`src/rtl/cic_sched.sv`:
```
// cic_sched: round-robin scheduler sharing one CIC core between NCH requesters, with per-channel decimation.
// Optional feature macro CIC_SCHED_STALL_CNT_EN adds stall_cnt_o, a saturating count of EMIT cycles without out_ready_i.
module cic_sched #(
   parameter int NCH      = 4,
   parameter int DW       = 8,
   parameter int DEC_W    = 8,
   parameter int CORE_LAT = 1
) (
   input  logic                   clk_i,
   input  logic                   rstn_i,
   input  logic                   en_i,
   input  logic [DEC_W-1:0]       dec_ratio_i,
   input  logic [NCH-1:0]         req_valid_i,
   input  logic [NCH*DW-1:0]      req_data_i,
   output logic [NCH-1:0]         req_ready_o,
   output logic                   core_valid_o,
   output logic [DW-1:0]          core_data_o,
   output logic [$clog2(NCH)-1:0] core_ch_o,
   input  logic [DW-1:0]          core_y_i,
   output logic                   out_valid_o,
   output logic [DW-1:0]          out_data_o,
   output logic [$clog2(NCH)-1:0] out_ch_o,
`ifdef CIC_SCHED_STALL_CNT_EN
   output logic [15:0]            stall_cnt_o,
`endif
   input  logic                   out_ready_i
);
   localparam int CW = $clog2(NCH);

   typedef enum logic [2:0] {IDLE, ARB, ISSUE, WAIT, EMIT} state_t;

   state_t           state_q, state_d;
   logic [CW-1:0]    last_q, last_d, ch_q, ch_d, out_ch_q, out_ch_d;
   logic [DW-1:0]    smp_q, smp_d, out_data_q, out_data_d;
   logic [3:0]       lat_q, lat_d;
   logic [DEC_W-1:0] dec_q [NCH];
   logic [DEC_W-1:0] dec_d [NCH];
   logic [DW-1:0]    req_arr [NCH];
   logic [CW-1:0]    gnt, idx;
   logic             gnt_vld;
   logic [DEC_W-1:0] r_m1;

   for (genvar k = 0; k < NCH; k++) begin : g_req
      assign req_arr[k] = req_data_i[k*DW +: DW];
   end

   // a ratio of 0 behaves as 1, so the hit threshold is Reff-1
   assign r_m1 = (dec_ratio_i == '0) ? '0 : dec_ratio_i - DEC_W'(1);

   // round-robin search: the valid channel nearest above last_q wins, so scan from farthest to nearest
   always_comb begin
      gnt = '0;
      gnt_vld = 1'b0;
      idx = '0;
      for (int i = NCH; i >= 1; i--) begin
         idx = CW'((int'(last_q) + i) % NCH);
         if (req_valid_i[idx]) begin
            gnt = idx;
            gnt_vld = 1'b1;
         end
      end
   end

   // next-state and datapath updates for one ARB..EMIT transaction
   always_comb begin
      state_d = state_q;
      last_d = last_q;
      ch_d = ch_q;
      smp_d = smp_q;
      out_ch_d = out_ch_q;
      out_data_d = out_data_q;
      lat_d = lat_q;
      dec_d = dec_q;
      req_ready_o = '0;
      case (state_q)
         IDLE: state_d = (en_i && |req_valid_i) ? ARB : IDLE;
         ARB: begin
            state_d = gnt_vld ? ISSUE : IDLE;
            if (gnt_vld) begin
               req_ready_o[gnt] = 1'b1;
               ch_d = gnt;
               last_d = gnt;
               smp_d = req_arr[gnt];
            end
         end
         ISSUE: begin
            lat_d = 4'(CORE_LAT);
            state_d = WAIT;
         end
         WAIT: begin
            lat_d = lat_q - 4'd1;
            if (lat_q == 4'd1) begin
               if (dec_q[ch_q] >= r_m1) begin
                  dec_d[ch_q] = '0;
                  out_data_d = core_y_i;
                  out_ch_d = ch_q;
                  state_d = EMIT;
               end else begin
                  dec_d[ch_q] = dec_q[ch_q] + DEC_W'(1);
                  state_d = IDLE;
               end
            end
         end
         EMIT: state_d = out_ready_i ? IDLE : EMIT;
         default: state_d = IDLE;
      endcase
   end

   // state and datapath registers; reset aborts any transaction in flight
   always_ff @(posedge clk_i or negedge rstn_i) begin
      if (!rstn_i) begin
         state_q <= IDLE;
         last_q <= CW'(NCH - 1);
         ch_q <= '0;
         smp_q <= '0;
         out_ch_q <= '0;
         out_data_q <= '0;
         lat_q <= '0;
         dec_q <= '{default: '0};
      end else begin
         state_q <= state_d;
         last_q <= last_d;
         ch_q <= ch_d;
         smp_q <= smp_d;
         out_ch_q <= out_ch_d;
         out_data_q <= out_data_d;
         lat_q <= lat_d;
         dec_q <= dec_d;
      end
   end

   assign core_valid_o = (state_q == ISSUE);
   assign core_data_o  = smp_q;
   assign core_ch_o    = ch_q;
   assign out_valid_o  = (state_q == EMIT);
   assign out_data_o   = out_data_q;
   assign out_ch_o     = out_ch_q;

`ifdef CIC_SCHED_STALL_CNT_EN
   logic [15:0] stall_q, stall_d;
   logic        en_q;

   // count back-pressured EMIT cycles, saturating; a rising en_i restarts the count
   always_comb stall_d = (en_i && !en_q) ? 16'd0 :
                         (state_q == EMIT && !out_ready_i && stall_q != 16'hFFFF) ? stall_q + 16'd1 : stall_q;

   // stall counter and en_i edge-detect registers
   always_ff @(posedge clk_i or negedge rstn_i) begin
      if (!rstn_i) begin
         stall_q <= '0;
         en_q <= 1'b0;
      end else begin
         stall_q <= stall_d;
         en_q <= en_i;
      end
   end

   assign stall_cnt_o = stall_q;
`endif
endmodule

```
`config.mk`:
```
export PLATFORM = sky130hd
export DESIGN_NAME = cic_sched
export DESIGN_NICKNAME = d
export VERILOG_FILES = /design/src/rtl/cic_sched.sv
export SDC_FILE = /design/constraint.sdc
export NUM_CORES = 1
export LEC_CHECK = 0
export ABC_AREA = 0
export BUFFER_PORTS_ARGS = -buffer_cell sky130_fd_sc_hd__buf_4
export CAP_MARGIN = 10
export CORE_ASPECT_RATIO = 0.5
export CORE_MARGIN = 3
export CORE_UTILIZATION = 49
export DETAILED_ROUTE_END_ITERATION = 12
export PLACE_DENSITY = 0.77
export SLEW_MARGIN = 30
export SYNTH_ARGS = -nofsm -noshare
export SYNTH_HDL_FRONTEND = slang
export SYNTH_SLANG_ARGS = --single-unit
```
`constraint.sdc`:
```
create_clock -name clk_i -period 2.5 [get_ports clk_i]
set_input_delay 0.125 -clock clk_i [delete_from_list [all_inputs] [get_ports clk_i]]
set_output_delay 0.125 -clock clk_i [all_outputs]
set_load 0.01 [all_outputs]
```
Word level (Yosys, flattened, before mapping)

Index checks and enable logic that the tools add are counted.

Register bits: 61
Output and inout port bits: 26
Logic and storage cells: 86

$add $sub $neg: 7
Magnitude comparators: 10
Equal/unequal tests: 6
Multiplexer cells: 38
Bitwise operators: 4
Reductions and logical operators: 10

Operator list:

| operator                                                                      | number |
|---|---|
| 8-bit 2-to-1 mux                                                              | 6 |
| 32-bit bitwise AND                                                            | 1 |
| 8-bit binary-select mux with 2-bit select                                     | 2 |
| 32-bit bitwise mux                                                            | 1 |
| 32-bit 2-to-1 mux                                                             | 1 |
| 32-bit inverter                                                               | 1 |
| 8-bit demux with 2-bit select                                                 | 1 |
| 2-bit by 3-bit less-than comparator with 1-bit output (second input constant) | 5 |
| 3-bit one-hot mux with 5 select lines                                         | 1 |
| 1-bit 2-to-1 mux                                                              | 10 |
| 2-bit 2-to-1 mux                                                              | 5 |
| 3-bit 2-to-1 mux                                                              | 3 |
| 8-bit by 1-bit adder with 8-bit output (second input constant)                | 1 |
| 1-bit binary-select mux with 2-bit select                                     | 4 |
| 8-bit greater-or-equal comparator                                             | 1 |
| 8-bit zero test                                                               | 1 |
| 4-bit 2-to-1 mux                                                              | 2 |
| 4-bit one-hot mux with 2 select lines                                         | 1 |
| 8-bit by 1-bit subtractor with 8-bit output (second input constant)           | 1 |
| 3-bit by 2-bit equality test with 1-bit output (second input constant)        | 2 |
| 3-bit greater-or-equal comparator (second input constant)                     | 2 |
| 2-bit inverter with 3-bit output                                              | 2 |
| 2-bit by 1-bit adder with 2-bit output (second input constant)                | 2 |
| 2-bit adder (second input constant)                                           | 2 |
| 14 further kinds                                                              | 17 |

Longest topological paths before layout

Depth in word-level cells: 13
Depth in mapped cells: 12
Gate-level depth less buffers: 11

Least setup slack after synthesis

No wires, ideal clock.

Path type: reg2reg
From: register ch_q[0], in the netlist core_ch_o[0]
To: register out_data_q[1], in the netlist out_data_o[1]
Library setup time: 125 ps
Data arrival time: 2746 ps
Required time: 2375 ps
Slack: -371 ps
Cell stages (with the launch flop): 10
Buffers on the path: 3
Cell sequence: dfrtp_1 buf_6 buf_8 mux4_1 ha_1 nand4_1 o31ai_1 and2_1 buf_2 mux2_2

Longest elaborated chain between the ends: 6

RTL lines:

| what                                                   | line | text |
|---|---|---|
| start, declared                                        | 33   | `logic [CW-1:0] last_q, last_d, ch_q, ch_d, out_ch_q, out_ch_d;` |
| start signal, assigned                                 | 123  | `ch_q <= ch_d;` |
| 2-bit inverter with 3-bit output (implied by the code) | 93   | `if (dec_q[ch_q] >= r_m1) begin` |
| 8-bit binary-select mux with 2-bit select              | 93   |  |
| 8-bit 2-to-1 mux (implied by the code) (2 in series)   | 93   |  |
| 8-bit greater-or-equal comparator                      | 93   |  |
| 3-bit AND reduction (no source line)                   | --   |  |
| end signal, assigned                                   | 126  | `out_data_q <= out_data_d;` |
| end, declared                                          | 34   | `logic [DW-1:0] smp_q, smp_d, out_data_q, out_data_d;` |

Every way passes these cells. The select of a mux whose other input is x is not followed.
A chain may end at the register's enable or synchronous reset.

Worst setup path after layout

From: register ch_q[0], in the netlist core_ch_o[0]
To: register out_ch_q[0], in the netlist out_ch_o[0]

Longest elaborated chain between the ends: 6

RTL lines:

| what                                                   | line | text |
|---|---|---|
| 2-bit inverter with 3-bit output (implied by the code) | 93   |  |
| 8-bit binary-select mux with 2-bit select              | 93   |  |
| 8-bit 2-to-1 mux (implied by the code) (2 in series)   | 93   |  |
| 8-bit greater-or-equal comparator                      | 93   |  |
| 3-bit AND reduction (no source line)                   | --   |  |
| end signal, assigned                                   | 125  | `out_ch_q <= out_ch_d;` |
| end, declared                                          | 33   |  |

Parallel ways exist; a longest one is shown, timed or not. The select of a mux whose other input is x is not followed.

==> reports/qor.csv <==
stage,metric,value,unit
critical_path,crit_path_max_fanout,6,
detailed_routing,drc,0,
power,powerDensity,1602,mW/mm2
sta,fmax,353.6,MHz
finish,area_growth,45.61,%
grt,grt_start_max_net_pins,62,
synth,avgSynthCellArea,11.22,um2
sta,tns,-9514,ps
synth,synth_area,0.003423,mm2
die,core_area,0.006406,mm2
critical_path,crit_end,out_ch_o[0]$_DFFE_PN0P_,
detailed_routing,routed_wl,10250,um
detailed_routing,routedWlPerCell,19.94,um
clock_tree,worstSkewPairLatency,330,ps
run_status,status,"finished, violations left",
sta,finClkSkew,9.785,ps
detailed_routing,viasPerCell,5.848,
hold_path,hold_path_class,in2reg,
sta,maxSlewHeadroom,48.52,%
synth,yosysTopAreaCellShare,43.13,%
sta,min_period,2828,ps
die,num_rows,20,
synth,synth.area.top_cells,"dfrtp_1, mux2_2, mux2i_1, ha_1, nand2_1",
place,place_hpwl,6566,um
power,p_total,7984,uW
synth,synth_nets,373,
run_status,violations,negative setup slack,
synth,synth_edf_count,0,
place,gp_congestion,0.8724,
sta,fin_crit_sh,113.1,%
critical_path,reg2reg_slack,-330,ps
grt,grt_pass1_wl,16340,um
synth,synthDistinctLibCells,54,
synth,ys.flop_type,dfrtp_1,
synth,synthCells,305,
synth,yosysTopAreaCell,dfrtp_1,
detailed_routing,drt-initial-drc-count,184,
synth,synth_warnings,0,
sta,slew_violations,0,
power,cellLeakagePower,0.002311,uW
sta,rsz0062_at_grt,true,
detailed_routing,dr.pass1.iters,5,
critical_path,reg2reg_to,out_ch_o[0]$_DFFE_PN0P_,
detailed_routing,via_count,3006,
critical_path,critPathRequiredTime,2710,ps
finish,antennaDiodeCount,0,
detailed_routing,ant_nets,0,
clock_tree,htreeDepth,3,
synth,synth_most_common_cell,dfrtp_1,
grt,grt_pass1_vias,3292,
critical_path,arrival,3030,ps
grt,grt_antenna_before_repair,0,
synth,async_reset_ff_share,100.0,%
finish,drive_above_1_share,49.53,%
synth,ys_seq_area_share,44.66,%
critical_path,startpoint_type,flip-flop,
die,dieHeight,65.11,um
clock_tree,clk_pin_slew,60,ps
critical_path,r2r-start,core_ch_o[0]$_DFFE_PN0P_,
sta,final.setup.worst_slack,-328.4,ps
synth,synth_common_cells,"dfrtp_1, nand2_1, mux2_2, mux2i_1, o21ai_0",
sta,tightestPinTransition,772.2,ps
die,num_io_pins,82,
clock_tree,numCtsBuffers,9,
clock_tree,cts_buffer_depth,2,
critical_path,r2r.worst_path.cells,9,
clock_tree,cts.sinks,61,
sta,timing_hold_violations_final,0,
die,die_area,0.008086,mm2
run,drv_cap,0,
finish,fin_util,77.81,%
die,initial_core_util,53.44,%
finish,fin_nets,489,
sta,setup_viol,42,
critical_path,endpoint_kind,flip-flop,
grt,track_usage,25.27,%
critical_path,crit_path_start,core_ch_o[0]$_DFFE_PN0P_,
place,io_buffers,81,
clock_tree,cts_tree,yes,
critical_path,crit_type,reg2reg,
grt,grt_overflow,0,
clock_tree,cts_root_buf,clkbuf_16,
power,peakVddDrop,0.8035,mV
synth,ys_ff_latch,61,
die,die_width,124.2,um
placed cells by master (no fill, tap or decap), types with 2 or more instances in the layout:
cell type	count
nand3_1	5
o21ai_0	6
ha_1	6
nor3b_1	2
a21o_1	2
xnor2_1	3
xor2_1	4
buf_4	108
inv_1	7
nand2b_1	4
mux2i_1	19
mux2_4	13
dfrtp_1	58
nor2_4	4
o21ai_1	4
clkbuf_16	9
and2_4	2
bufinv_16	3
buf_6	6
o221ai_1	8
o21ai_2	9
mux4_2	8
nand2_1	40
ha_4	6
dfstp_2	2
nor3_1	7
o21a_1	4
mux2_2	13
o31ai_4	2
or2_4	2
nor2b_1	2
o31ai_2	2
a21oi_1	7
nand3b_1	3
xnor2_2	2
nand3_2	2
and3_1	3
nor2_1	8
cell type report:
| cell class | count | area, um2 |
|---|---|---|
| multi-input cells | 225 | 2057 |
| repair buffers | 116 | 908.4 |
| well taps | 88 | 110.1 |
| inverters | 8 | 30.03 |
| fillers | 352 | 1421 |
| clock buffers | 11 | 242.7 |
| flip-flops and latches | 61 | 1530 |
| clock inverters | 5 | 106.4 |
metal layers:
metal	part of all wire (%)	routed length, um	global-route usage [%]	vias to the layer above
li1	-	-	-	1343
met3	6.8	693	6.494	30
met1	39	4033	29.65	1504
met5	0	0	0	-
met4	3.3	337	11.34	0
met2	51	5184	44.69	129
report_power, final:
part           switching (uW)  total (uW)  internal [uW]
Combinational            2320        4620           2300
Sequential                394        1890           1490
Clock                     470        1470           1000
metrics by stage:
step / hold slack, ps / std cells / setup WS (ps) / area, um2
CTS: 26.56 / 508 / -223.5 / 4858
global placement: 227.2 / 484 / -120.7 / 4343
floorplan: -170.6 / 305 / -160.7 / 3545
detailed placement: 247.9 / 484 / -259.4 / 4343
finish: 29.39 / 514 / -328.4 / 4985
global route: 22.30 / 514 / -386.5 / 4985
critical path, cell delays in order, from the launching register on:
cell and delay [ps]:
dfrtp_1 400, buf_6 130, buf_12 100, mux4_2 550, ha_4 300, o21a_1 140, nor2_2 70, o31ai_4 390
and2_4 300, mux2_4 320
registers in the layout, summed over array words and instances (netlist names):
name,count
out_ch_o,2
last_q,2
out_data_o,8
state_q,3
core_data_o,8
dec_q,32
core_ch_o,2
lat_q,4
what timing repair did:
action / in CTS / in global routing
pin swaps: 7 / 7
resized for setup: 24 / 19
hold buffers: 1 / 0
buffers inserted: 6 / 7
endpoints found under the hold margin: 59 / 0
gates cloned: 1 / 0
endpoints found under the setup margin: 43 / 43
kinds of logic after synthesis:
group / synth area share (%)
and+or+nand+nor: 14.58
muxes: 20.14
xor gates and xnor gates: 2.522
buffers and inverters: 3.436
AOI/OAI and AO/OA: 10.27
adders and majority gates: 4.386
DFF: 44.66
worst min path at each step:
| stage | start | to | depth (start not counted) |
|---|---|---|---|
| floorplan | rstn_i | core_ch_o[0]$_DFFE_PN0P_ | 0 |
| global placement | rstn_i | lat_q[0]$_DFFE_PN0P_ | 1 |
| detailed placement | rstn_i | core_data_o[5]$_DFFE_PN0P_ | 1 |
| CTS | core_y_i[0] | out_data_o[0]$_DFFE_PN0P_ | 2 |
| global route | core_y_i[6] | out_data_o[6]$_DFFE_PN0P_ | 2 |
| finish | core_y_i[0] | out_data_o[0]$_DFFE_PN0P_ | 2 |
No activity file was read; power rests on OpenSTA's default activity.
